==> src/rtl/crossing_block_decoder.sv <==
// Receive-side decoder for a crossing-block link: recovers (i1, i2) from (o1, o1+i2) and buffers them in a FIFO.
// Define CROSSING_BLOCK_DECODER_STATS_EN to add a saturating completed-pop counter (io_stat_pops).
module crossing_block_decoder #(
    parameter int WIDTH = 8,
    parameter int DEPTH = 4
) (
    input  logic                       clk,
    input  logic                       reset,
    input  logic                       io_in_valid,
    output logic                       io_in_ready,
    input  logic [WIDTH-1:0]           io_in_o1,
    input  logic [WIDTH-1:0]           io_in_o2,
    output logic                       io_out_valid,
    input  logic                       io_out_ready,
    output logic [WIDTH-1:0]           io_out_i1,
    output logic [WIDTH-1:0]           io_out_i2,
`ifdef CROSSING_BLOCK_DECODER_STATS_EN
    output logic [15:0]                io_stat_pops,
`endif
    output logic [$clog2(DEPTH):0]     io_count
);
    localparam int AW = $clog2(DEPTH);
    localparam int CW = AW + 1;

    typedef struct packed {
        logic [WIDTH-1:0] i1;
        logic [WIDTH-1:0] i2;
    } entry_t;

    entry_t          mem [DEPTH];
    logic [AW-1:0]   wptr, rptr;
    logic [CW-1:0]   count;
    logic            push, pop;
    entry_t          dec;

    // Full/empty come from count alone, so pointer equality is never ambiguous.
    assign io_in_ready  = (count != CW'(DEPTH));
    assign io_out_valid = (count != '0);
    assign push         = io_in_valid && io_in_ready;
    assign pop          = io_out_valid && io_out_ready;
    assign io_count     = count;

    assign dec.i1    = io_in_o1;
    assign dec.i2    = io_in_o2 - io_in_o1;
    assign io_out_i1 = mem[rptr].i1;
    assign io_out_i2 = mem[rptr].i2;

    always_ff @(posedge clk) begin
        if (push) mem[wptr] <= dec;
    end

    always_ff @(posedge clk) begin
        if (reset) begin
            wptr  <= '0;
            rptr  <= '0;
            count <= '0;
        end else begin
            if (push) wptr <= wptr + AW'(1);
            if (pop)  rptr <= rptr + AW'(1);
            case ({push, pop})
                2'b10:   count <= count + CW'(1);
                2'b01:   count <= count - CW'(1);
                default: count <= count;
            endcase
        end
    end

`ifdef CROSSING_BLOCK_DECODER_STATS_EN
    logic [15:0] pops_q;
    assign io_stat_pops = pops_q;

    always_ff @(posedge clk) begin
        if (reset)                         pops_q <= '0;
        else if (pop && pops_q != 16'hFFFF) pops_q <= pops_q + 16'd1;
    end
`endif
endmodule

==> config.mk <==
export PLATFORM = sky130hd
export DESIGN_NAME = crossing_block_decoder
export DESIGN_NICKNAME = d
export VERILOG_FILES = /design/src/rtl/crossing_block_decoder.sv
export SDC_FILE = /design/constraint.sdc
export NUM_CORES = 1
export LEC_CHECK = 0
export CORE_MARGIN = 4
export CORE_UTILIZATION = 30
export CTS_CLUSTER_DIAMETER = 80
export DETAILED_ROUTE_END_ITERATION = 8
export DONT_BUFFER_PORTS = 1
export PLACE_DENSITY = 0.42
export SLEW_MARGIN = 15
export SYNTH_ARGS = -nofsm -noshare
export SYNTH_HDL_FRONTEND = slang
export SYNTH_SLANG_ARGS = --single-unit
==> constraint.sdc <==
create_clock -name clk -period 3.1 [get_ports clk]
set_input_delay 0.31 -clock clk [delete_from_list [all_inputs] [get_ports clk]]
set_output_delay 0.31 -clock clk [all_outputs]
set_load 0.03 [all_outputs]
======== After elaboration in Yosys (flattened, before gate mapping) ========
Memory sizes are Yosys's and may differ from the RTL's. A register that Yosys moved wholly into a read port is not among the register bits.
Cells that the tools add are included.
cells by class
  add/subtract/negate cells ............... 5
  equality and inequality tests ........... 3
  mux-type cells .......................... 5
  reductions and logical operators ........ 4
operator list
  operator                                             number
  subtractor 8 bit                                     1
  case mux 3 bit (2 select lines)                      1
  adder 2 x 1 -> 2 bit, second input constant          2
  2-to-1 mux 2 bit                                     2
  adder 3 x 1 -> 3 bit, second input constant          1
  != test 3 bit, second input constant                 1
  nonzero test 3 bit                                   1
  subtractor 3 x 1 -> 3 bit, second input constant     1
  equality test 2 x 1 -> 1 bit, second input constant  1
  equality test 2 bit, second input constant           1
  logical AND 1 bit                                    2
  2-to-1 mux 1 bit                                     2
  nonzero test 2 bit                                   1
word-level totals
  flip-flop bits (word level) ............. 7
  RAM bits ................................ 64
  bits of input ports ..................... 20
  output and inout bits ................... 21
  word-level logic and storage cells ...... 21
  memories ................................ 1
memory list
  name  depth  width  read ports  clocked after Yosys merged registers in  write ports  line  RTL
  mem   4      16     1           1                                        1            30    entry_t mem [DEPTH];

======== Logic depth before layout (Yosys ltp) ========
  word-level depth ........................ 4
  mapped depth ............................ 9
  depth with buffers taken out ............ 9

======== Least setup slack after synthesis ========
No wires, ideal clock.
  path type ............................... reg-to-reg
  start ................................... register count[2] (netlist: io_count[2])
  end ..................................... register count[2] (netlist: io_count[2])
  arrival ................................. 2.523 ns
  data required time ...................... 3.030 ns
  setup slack ............................. 0.506 ns
  cell stages (with the launch flop) ...... 10
  period minus slack after synthesis ...... 2.594 ns
  path through ............................ dfxtp_1 -> or3b_4 -> and2_4 -> clkinv_4 -> ha_1 -> inv_1 -> fa_1 -> xor2_1 -> or3_2 -> a21oi_1
on the way
  longest elaborated chain between the ends .. 4
ends and longest elaborated chain
  element                                                                line  RTL
  start, declared                                                        32    logic [CW-1:0] count;
  start signal, assigned                                                 61    2'b10: count <= count + CW'(1);
  start signal, assigned                                                 62    2'b01: count <= count - CW'(1);
  start signal, assigned                                                 63    default: count <= count;
  != test 3 bit (*)                                                      37    assign io_in_ready = (count != CW'(DEPTH));
  via io_in_ready                                                        10    output logic io_in_ready,
  logical AND 1 bit (*)                                                  39    assign push = io_in_valid && io_in_ready;
  equality test 2 x 1 -> 1 bit or equality test 2 bit (tied branches)    60    case ({push, pop})
  case mux 3 bit (2 select lines) or nonzero test 2 bit (tied branches)  n/a
Mark *: on every way through the listed nets, which the timed path passes. The rest lies on a longest branch.
A chain may end at the register's enable or synchronous reset.

======== Worst setup path in the final report ========
  start ................................... register count[0] (netlist: io_count[0])
  end ..................................... register count[2] (netlist: io_count[2])
Same word-level chain as after synthesis.

==> flow_metrics.tcl <==
set metrics [dict create \
    drv_cap 0 \
    fmax_ghz 0.365 \
    rsz0062_at_grt "no" \
    cp-end-kind "flip-flop" \
    hold_violations 0 \
    setup_violations 0 \
    fillCellCount 962 \
    yosys_warnings 0 \
    io_buffers 0 \
    grt.total_usage_pct 10.9 \
    dieHeight_um 110 \
    vias 1518 \
    ys_types 33 \
    holdCritPathClass "in -> reg" \
    ff_latch_area_um2 2100 \
    overflow 0 \
    worst_pin_slew_ns 0.865 \
    p_leak_uw 0.00118 \
    clk_pin_slew_worst_paths_ns 0.08 \
    io_pins 41 \
    synth-seq-cells 73 \
    clk-insertion-delay-late_ns 0.34 \
    cp_data_required_time_ns 3.37 \
    start_util_pct 31.3 \
    timing.final.crit_share_pct 88.4 \
    cp_max_fo 6 \
    rrSetupSlack_ns 0.36 \
    yosys_most_used_dff "edfxtp_1" \
    grt_pass1_vias 1660 \
    setup.worst_path.start_class "flip-flop" \
    routed_wl_mm 5.86 \
    final_cells 324 \
    synth_area_per_cell_um2 17.5 \
    grt_start_max_net_pins 17 \
    clock-sinks 73 \
    multi_input_area_um2 912 \
    maxSlewViolCount 0 \
    coreArea_um2 9910 \
    drtAntennaViolNets 0 \
    syn_inst 177 \
    powerDensity_nw_per_um2 843 \
    cts_buffers 9 \
    crit_arrival_ns 3.01 \
    hpwl_mm 4.09 \
    area_delta_synth_final_pct 12.2 \
    antenna_found_initial 0 \
    place_inst 307 \
    cts_resized 0 \
    firstDrtPassIters 4 \
    h-tree-depth 3 \
    min_path_cells 1 \
    synth_edf_count 64 \
    final_layout_size_suffix_gt1_share_pct 23.6 \
    vdd_drop_max_v 0.000416 \
    drc_errors 0 \
    setup-tns-final_ns 0 \
    row_count 36 \
    r2r_cells 9 \
    die_area_um2 12000 \
    die_w_um 110 \
    wl_per_cell_um 18.1 \
    grt_pass1_wl_mm 9.18 \
    power.total_uw 2930 \
    n_antenna_cell 0 \
    period_needed_ns 2.74 \
    via_per_inst 4.69 \
    yosysSeqAreaShare_pct 67.8 \
    cts_tree "yes" \
    final_net_count 220 \
    max_slew_margin_pct 42.2 \
    crit_type "reg -> reg" \
    syn_area_um2 3100 \
    cts_buffer_depth 2 \
    place_congestion 0.680 \
    root_buffer "clkbuf_8" \
    fin_skew_ns 0.0103 \
    synth_nets 211 \
    drt-initial-drc-count 35 \
    outcome "complete, no violations" \
    async_flop_share_pct 0 \
]
cells in the mapped netlist, types with 2 or more instances:
cell	number	area, um2
nand2b_1	2	12.5
a21oi_1	6	30.0
edfxtp_1	64	1920
or3_2	2	15.0
fa_1	2	40.0
o21ai_0	2	10.0
xor2_1	4	35.0
nand2_1	2	7.51
dfxtp_1	9	180
and3_2	4	30.0
a31oi_1	2	12.5
nor2_1	9	33.8
a21o_1	4	30.0
inv_1	14	52.6
xnor2_1	7	61.3
ha_1	12	150
mux4_2	16	360
per-stage QoR:
step	area (um2)	hold WS (ns)	setup WS (ns)	utilization, %
floorplan	3100	0.409	0.506	-
global placement	3260	0.375	0.525	32.9
detailed placement	3260	0.378	0.355	32.9
CTS	3470	0.00314	0.338	35.0
global route	3480	0.000194	0.279	35.1
finish	3480	0.0295	0.361	35.1
per-layer routing:
layer	part of all wire, %	vias up	global-route usage (%)
met5	0	-	0
met4	1.2	0	4.27
met3	6.9	5	5.05
met2	54	42	18.7
met1	38	775	11.5
li1	-	696	-
kinds of logic after synthesis:
kind of cell | Yosys count | synth area share [%]
multiplexers | 16 | 11.6
XOR/XNOR | 11 | 3.11
AND/OR/NAND/NOR | 23 | 4.24
buffers and inverters | 20 | 2.78
adder cells (fa/ha/maj) | 14 | 6.13
flip-flops | 73 | 67.8
AO/OA/AOI/OAI | 20 | 4.32
final cells by class:
class | instances | area share, %
Sequential cell | 73 | 60.4
Multi-Input combinational cell | 84 | 26.2
Tap cell | 133 | 4.78
Clock buffer | 11 | 4.39
Inverter | 15 | 1.76
Clock inverter | 5 | 1.69
Timing Repair Buffer | 3 | 0.719
power breakdown:
part	total [uW]	internal, uW	switching [uW]
combinational	829	297	531
sequential	1340	1220	112
clock	767	424	343
total	2930	1950	986
flip-flops by register name (all words and copies together) (netlist names), named ones only:
name and count:
mem 64, io_count 3, wptr 2, rptr 2
worst max-delay path: stages (launching register included):
cell      delay (ns)
dfxtp_1         0.46
or3b_4          0.55
and2_4          0.22
clkinv_4        0.05
ha_1            0.18
inv_1           0.06
fa_1            0.39
xor2_1          0.18
or3_2           0.42
a21oi_1         0.16
placed cells by master, fill, tap and decap left out, types with 2 or more instances in the layout:
cell      instances
mux4_2           16
inv_1            14
nor2_1            9
ha_1             12
buf_4             2
fa_1              2
dfxtp_1           9
xnor2_1           7
and3_2            4
edfxtp_1         64
or3_2             2
clkbuf_8          9
a21oi_1           6
a31oi_1           2
xor2_1            4
a21o_1            4
nand2b_1          2
nand2_1           2
o21ai_0           2
clkinv_4          2
what timing repair did:
action	4_1_cts	5_1_grt
hold buffers	0	1
endpoints found under the hold margin	0	2
buffers inserted	0	0
path summary, 6_finish.rpt:
| path | startpoint | to |
|---|---|---|
| setup reg to reg | io_count[0] | io_count[2] |
| setup / recovery | io_count[0] | io_count[2] |
| hold / removal | reset | io_count[1] |
| hold reg to reg | wptr[1] | wptr[1] |
(Power assumes the default switching activity.)
